## src/rtl/lift_pkg.sv

```systemverilog
// Shared definitions for the 4-floor lift: request codes understood by the
// lift FSM, travel direction, floor type, hall-call indices and their floors.
package lift_pkg;

  typedef logic [1:0] floor_t;
  typedef logic [2:0] call_idx_t;
  typedef enum logic {DIR_UP = 1'b0, DIR_DOWN = 1'b1} dir_t;

  localparam int NUM_CALLS = 6;

  // Pending-register index order: up calls first, then down calls
  localparam call_idx_t IDX_1U = 3'd0;
  localparam call_idx_t IDX_2U = 3'd1;
  localparam call_idx_t IDX_3U = 3'd2;
  localparam call_idx_t IDX_2D = 3'd3;
  localparam call_idx_t IDX_3D = 3'd4;
  localparam call_idx_t IDX_4D = 3'd5;

  // Lift FSM din encoding
  localparam logic [2:0] REQ_NONE = 3'b000;
  localparam logic [2:0] REQ_1U   = 3'b001;
  localparam logic [2:0] REQ_2U   = 3'b010;
  localparam logic [2:0] REQ_3U   = 3'b011;
  localparam logic [2:0] REQ_2D   = 3'b110;
  localparam logic [2:0] REQ_3D   = 3'b111;
  localparam logic [2:0] REQ_4D   = 3'b100;

  function automatic floor_t call_floor(input call_idx_t idx);
    case (idx)
      IDX_1U:         return 2'd0;
      IDX_2U, IDX_2D: return 2'd1;
      IDX_3U, IDX_3D: return 2'd2;
      default:        return 2'd3;
    endcase
  endfunction

  function automatic logic call_is_up(input call_idx_t idx);
    return idx <= IDX_3U;
  endfunction

  function automatic logic [2:0] call_code(input call_idx_t idx);
    case (idx)
      IDX_1U:  return REQ_1U;
      IDX_2U:  return REQ_2U;
      IDX_3U:  return REQ_3U;
      IDX_2D:  return REQ_2D;
      IDX_3D:  return REQ_3D;
      IDX_4D:  return REQ_4D;
      default: return REQ_NONE;
    endcase
  endfunction

endpackage

```

## src/rtl/lift_call_picker.sv

```systemverilog
// Combinational SCAN selector: keeps travelling in the current direction while
// calls lie ahead (or at) the car, otherwise reverses. Ties at one floor go to
// the call matching the pass: up call on the forward pass, down call on the
// reverse pass.
module lift_call_picker
  import lift_pkg::*;
(
  input  logic [5:0] pend,
  input  floor_t     cur_floor,
  input  dir_t       dir,
  output logic       pick_valid,
  output call_idx_t  pick_idx,
  output logic [2:0] pick_code,
  output dir_t       new_dir
);

  logic [5:0] at_or_above;
  logic [5:0] at_or_below;

  // Lowest floor wins; tie bit is 0 for the favoured call type
  function automatic call_idx_t search_low(input logic [5:0] m, input logic up_wins);
    call_idx_t  best;
    logic [2:0] best_key;
    logic [2:0] key;
    logic       hit;
    best     = IDX_1U;
    best_key = '1;
    hit      = 1'b0;
    for (int i = 0; i < NUM_CALLS; i++) begin
      key = {call_floor(call_idx_t'(i)), up_wins ^ call_is_up(call_idx_t'(i))};
      if (m[i] && (!hit || key < best_key)) begin
        best     = call_idx_t'(i);
        best_key = key;
        hit      = 1'b1;
      end
    end
    return best;
  endfunction

  // Highest floor wins; tie bit is 1 for the favoured call type
  function automatic call_idx_t search_high(input logic [5:0] m, input logic up_wins);
    call_idx_t  best;
    logic [2:0] best_key;
    logic [2:0] key;
    logic       hit;
    best     = IDX_1U;
    best_key = '0;
    hit      = 1'b0;
    for (int i = 0; i < NUM_CALLS; i++) begin
      key = {call_floor(call_idx_t'(i)), ~(up_wins ^ call_is_up(call_idx_t'(i)))};
      if (m[i] && (!hit || key > best_key)) begin
        best     = call_idx_t'(i);
        best_key = key;
        hit      = 1'b1;
      end
    end
    return best;
  endfunction

  // Split pending calls by position relative to the car
  always_comb begin
    at_or_above = '0;
    at_or_below = '0;
    for (int i = 0; i < NUM_CALLS; i++) begin
      at_or_above[i] = pend[i] && (call_floor(call_idx_t'(i)) >= cur_floor);
      at_or_below[i] = pend[i] && (call_floor(call_idx_t'(i)) <= cur_floor);
    end
  end

  // Forward pass in the current direction, else reverse
  always_comb begin
    pick_valid = |pend;
    pick_idx   = IDX_1U;
    new_dir    = dir;
    if (dir == DIR_UP) begin
      if (|at_or_above) begin
        pick_idx = search_low(at_or_above, 1'b1);
        new_dir  = DIR_UP;
      end else if (|at_or_below) begin
        pick_idx = search_high(at_or_below, 1'b0);
        new_dir  = DIR_DOWN;
      end
    end else begin
      if (|at_or_below) begin
        pick_idx = search_high(at_or_below, 1'b1);
        new_dir  = DIR_DOWN;
      end else if (|at_or_above) begin
        pick_idx = search_low(at_or_above, 1'b0);
        new_dir  = DIR_UP;
      end
    end
  end

  assign pick_code = call_code(pick_idx);

endmodule

```

## config.mk

```make
export PLATFORM = sky130hd
export DESIGN_NAME = lift_call_picker
export DESIGN_NICKNAME = d
export VERILOG_FILES = /design/src/rtl/lift_pkg.sv /design/src/rtl/lift_call_picker.sv
export SDC_FILE = /design/constraint.sdc
export NUM_CORES = 1
export LEC_CHECK = 0
export CELL_PAD_IN_SITES_DETAIL_PLACEMENT = 0
export CELL_PAD_IN_SITES_GLOBAL_PLACEMENT = 1
export CORE_MARGIN = 2
export CORE_UTILIZATION = 24
export DETAILED_ROUTE_END_ITERATION = 8
export MAX_ROUTING_LAYER = met4
export PLACE_DENSITY = 0.78
export SYNTH_ARGS = -nofsm -noshare
export SYNTH_HDL_FRONTEND = slang
export SYNTH_SLANG_ARGS = --single-unit
export TNS_END_PERCENT = 50
```

## constraint.sdc

```tcl
create_clock -name vclk -period 5.9
set_clock_uncertainty 0.2 [all_clocks]
set_input_delay 1.77 -clock vclk [all_inputs]
set_output_delay 1.77 -clock vclk [all_outputs]
set_load 0.05 [all_outputs]
```

[Word-level counts from Yosys, hierarchy flattened]
Index checks and enable logic that the tools add are counted.
W data, S select, Z words.
Storage, ports and cells
  logic and storage cells: 299
  latch bits: 0
  register bits after elaboration: 0
  memories kept: 0
  output and inout port bits: 8
  memory bits (read-only): 0
  bits in writable memories: 0
Cells by class
  multiplexer cells: 190
  reduce and logical (&&, ||, !) cells: 76
  add/sub/neg operators: 0
  magnitude comparators: 28
  shift operators: 0
  divide/modulo/power cells: 0
  equality and inequality tests: 5
  bitwise operators: 0
  multiply operators: 0
Operators by type and width (count)
  $mux W3: 89
  $mux W1: 76
  $mux W2: 24
  $logic_and A1 B1 Y1: 32
  $gt A3 B3 Y1: 10
  $lt A3 B3 Y1: 10
  $logic_not A1 Y1: 20
  $logic_or A1 B1 Y1: 20
  $pmux W3 S6: 1
  $reduce_or A6 Y1: 3
  $eq A3 B2 Y1 const B: 2
  $eq A3 B3 Y1 const B: 2
  $ge A1 B2 Y1 const A: 2
  $ge A2 B2 Y1 const A: 2
  $le A1 B2 Y1 const A: 2
  $le A2 B2 Y1 const A: 2
  $eq A3 B1 Y1 const B: 1
  $logic_not A3 Y1: 1

[Longest topological paths before layout]
  depth after elaboration: 43
  gate-level depth with buffers: 8
  mapped depth without buffers: 7

[Worst setup path after synthesis]
OpenSTA, ideal clock, no wires.
  path type: input-to-output
  start: input port pend[5]
  end: output port pick_code[1]
  slack: 25 ps
  path buffers: 0
  arrival time: 3905 ps
  stages: 7
  path through: and2_1 -> o21bai_1 -> a22o_1 -> o21bai_1 -> a21oi_2 -> nand2_1 -> xor2_1
On the way
  cells in the longest elaborated chain, start to end: 8
RTL lines
  start: declaration: RTL line lift_call_picker.sv:8  | input logic [5:0] pend,
  $logic_and A1 B1 Y1 (on tied branches): RTL line lift_call_picker.sv:66, lift_call_picker.sv:65
  $logic_and A1 B1 Y1 (on tied branches): RTL line lift_call_picker.sv:51, lift_call_picker.sv:31
  $mux W3 (on tied branches): RTL line lift_call_picker.sv:51, lift_call_picker.sv:31
  $mux W3 (on tied branches): RTL line lift_call_picker.sv:79, lift_call_picker.sv:87
  $mux W3 (on tied branches): RTL line lift_call_picker.sv:76, lift_call_picker.sv:84
  $mux W3 *: RTL line lift_call_picker.sv:75  | if (dir == DIR_UP) begin
  $eq A3 B3 Y1, or another cell as far along: RTL line lift_pkg.sv:42  | case (idx)
  $pmux W3 S6 *: RTL line lift_pkg.sv:42
  end: declaration: RTL line lift_call_picker.sv:13  | output logic [2:0] pick_code,
Mark *: on every way between the ends. The rest lies on a longest branch, timed or not.

[Final worst setup path]
  start: input port pend[0]
  end: output port pick_code[2]
On the way
  cells in the longest elaborated chain, start to end: 42
RTL lines
  $logic_and A1 B1 Y1 (on tied branches): RTL line lift_call_picker.sv:65, lift_call_picker.sv:66
  $mux W3, or another cell as far along: RTL line lift_call_picker.sv:31  | if (m[i] && (!hit || key < best_key)) begin
  $mux W3, or another cell as far along: RTL line lift_call_picker.sv:87  | end else if (|at_or_above) begin
  $mux W3, or another cell as far along: RTL line lift_call_picker.sv:84  | if (|at_or_below) begin
  $mux W3 or $mux W1 (tied branches): RTL line lift_call_picker.sv:75
  $lt A3 B3 Y1, or another cell as far along: RTL line lift_call_picker.sv:31
  $logic_or A1 B1 Y1 (on tied branches): RTL line lift_call_picker.sv:31, lift_call_picker.sv:51
  $logic_and A1 B1 Y1 (on tied branches): RTL line lift_call_picker.sv:31, lift_call_picker.sv:51
  [... 26 more ...]
  $logic_or A1 B1 Y1 (on tied branches): RTL line lift_call_picker.sv:31, lift_call_picker.sv:51
  $logic_and A1 B1 Y1 (on tied branches): RTL line lift_call_picker.sv:31, lift_call_picker.sv:51
  $mux W3 (on tied branches): RTL line lift_call_picker.sv:31, lift_call_picker.sv:51
  $mux W3 (on tied branches): RTL line lift_call_picker.sv:87, lift_call_picker.sv:79
  $mux W3 (on tied branches): RTL line lift_call_picker.sv:84, lift_call_picker.sv:76
  $mux W3 *: RTL line lift_call_picker.sv:75
  $eq A3 B3 Y1, or another cell as far along: RTL line lift_pkg.sv:42
  $pmux W3 S6 *: RTL line lift_pkg.sv:42
Mark *: on every way between the ends. The rest lies on a longest branch, timed or not. The select of a mux whose other input is x is not followed.

==> impl_metrics.json <==
{
  "status": "complete, no violations",
  "io_pins": 17,
  "yosys_warnings": 0,
  "maxSlewHeadroom_pct": 67.2,
  "grt_max_degree": 11,
  "setup_slack_ps": 159,
  "syn-cell-area_um2": 409,
  "avgSynthCellArea_um2": 6.60,
  "synth_cell_types": 34,
  "synth_xor_area_share_pct": 2.14,
  "die_h_um": 45.3,
  "rsz0062_at_grt": "false",
  "die_area_mm2": 0.00205,
  "cellLeakagePower_nw": 0.342,
  "crit_family": "buffers and inverters",
  "min_from": "cur_floor[0]",
  "antenna_found_initial": 0,
  "nNetsFinal": 103,
  "drt-initial-drc-count": 7,
  "critPathArrivalTime_ps": 3770,
  "num_rows": 14,
  "antenna_cells": 0,
  "port_buffers": 17,
  "crit_required_ps": 3930,
  "peakVddDrop_uv": 66.1,
  "worstHoldPathCells": 6,
  "drive_above_1_share_pct": 34.8,
  "power_uw": 102,
  "hold_ws_ps": 4170,
  "min_period_ps": 5740,
  "hold_viol_final": 0,
  "finalSetupViolCount": 0,
  "cp_cell_sequence": "clkdlybuf4s50_1 > nor2b_1 > nor3_1 > o21ai_1 > o21ai_0 > a21oi_1 > a21oi_4 > buf_4 > a21o_1 > buf_12",
  "cp_slowest_stage_delay_ps": 590,
  "cts_setup_buffers": 0,
  "fmax_mhz": 174,
  "synth_nets": 71,
  "final_max_slew_viol_count": 0,
  "drt-wirelength-per-cell_um": 12.9,
  "grt_util_all_layers_pct": 15.3,
  "path_class": "in2out",
  "grt_pass1_wl_um": 2380,
  "dp_hpwl_um": 1200,
  "synthCells": 62,
  "crit_path_end_kind": "output port",
  "nFlopsAndLatches": 0,
  "viasPerCell": 5.44,
  "synth.mux.area_fraction_pct": 0,
  "pre_cts_slack_ps": 3.94,
  "dieWidth_um": 45.3,
  "min_to": "pick_idx[0]",
  "cap_violations": 0,
  "synth_top_family_by_area": "compound AO/OA/AOI/OAI gates",
  "fin_cells": 108,
  "syn2layout_area_growth_pct": 82.9,
  "p_per_area_mw_per_mm2": 136,
  "nFillCells": 151,
  "core_area_mm2": 0.00156,
  "gp_congestion": 0.859,
  "layout_commonest_cell": "buf_4",
  "startpoint_type": "input port",
  "grt-ovfl-total": 0,
  "synthSimpleGateAreaFrac_pct": 26.9,
  "final_cell_mix": "buf_4 (16), nor2_1 (6), clkdlybuf4s50_1 (6), o21ai_0 (5), buf_12 (5)",
  "drt-total-wl_um": 1390,
  "synthAdderAreaFrac_pct": 2.45,
  "crit_buf_inv": 3,
  "synth_seq_area_share_pct": 0,
  "initial_core_util_pct": 26.2,
  "period_share_pct": 97.3,
  "post-route-drc-count": 0,
  "grt_pass1_vias": 562,
  "firstDrtPassIters": 4,
  "setup_tns_ps": 0,
  "placed_cells": 108,
  "crit_fanout": 4,
  "seq_area_um2": 0,
  "clock_buffers": 0,
  "synth_compound_area_share_pct": 61.2,
  "dr_total_vias": 587,
  "hold_path_class": "in2out",
  "ant_nets": 0,
  "tightestPinTransition_ps": 490,
  "crit_slowest_cell": "clkdlybuf4s50_1"
}
-- what timing repair did --
action	in CTS	in global routing
gates cloned	0	0
hold buffers	0	0
resized for setup	1	3
endpoints found under the setup margin	1	1
-- metrics by stage --
stage / instance area [µm²] / util [%]
floorplan: 409 / -
global placement: 742 / 47.6
detailed placement: 742 / 47.6
CTS: 741 / 47.5
global route: 748 / 48.0
finish: 748 / 48.0
-- tightest hold or removal path: cells and delay by family --
| family | cells | cell delay [ps] |
|---|---|---|
| AO/OA/AOI/OAI | 2 | 260 |
| buffers and inverters | 3 | 440 |
| AND/OR/NAND/NOR | 1 | 120 |
-- per-layer routing --
metal / global-route usage (%) / vias to the layer above / wire length, µm
li1: - / 295 / -
met2: 28.6 / 18 / 708
met5: - / - / 0
met1: 19.5 / 274 / 622
met4: 0 / 0 / 0
met3: 0 / 0 / 57
-- kinds of logic after synthesis --
group,Yosys count
buf+inv,7
fa+ha+maj,1
simple gates,20
xor+xnor,1
compound gates,33
-- power breakdown --
group          switching, mW  total, mW  internal, mW
clock network              0          0             0
registers                  0          0             0
logic                 0.0549      0.102        0.0467
total                 0.0549      0.102        0.0467
-- synthesized netlist by cell type (2+ instances only) --
library cell / count / area share, %
inv_1: 4 / 3.7
nor3_1: 3 / 3.7
nand2_1: 3 / 2.8
o21bai_1: 2 / 3.7
a21oi_4: 2 / 8.0
a31oi_1: 2 / 3.1
inv_2: 2 / 1.8
a21oi_1: 4 / 4.9
o21ai_0: 5 / 6.1
nor2_1: 6 / 5.5
and2_1: 2 / 3.1
o21ai_1: 4 / 4.9
a21o_1: 2 / 3.7
-- worst max-delay path by stage --
stage	start	to	slack [ps]	cells past startpoint
after CTS	pend[3]	pick_code[1]	70	10
final	pend[0]	pick_code[2]	160	10
after floorplan	pend[5]	pick_code[1]	20	7
after global placement	cur_floor[1]	pick_code[1]	30	10
after detailed placement	cur_floor[1]	pick_code[1]	4	9
after global routing	pend[5]	pick_code[1]	50	9
-- final cells by class --
| class | instances | area [µm²] | area share [%] |
|---|---|---|---|
| multi-input combinational | 55 | 379 | 50.7 |
| timing repair buffer | 31 | 327 | 43.6 |
| inverter | 6 | 22.5 | 3.01 |
| tap | 16 | 20.0 | 2.68 |
(Power assumes the default switching activity.)
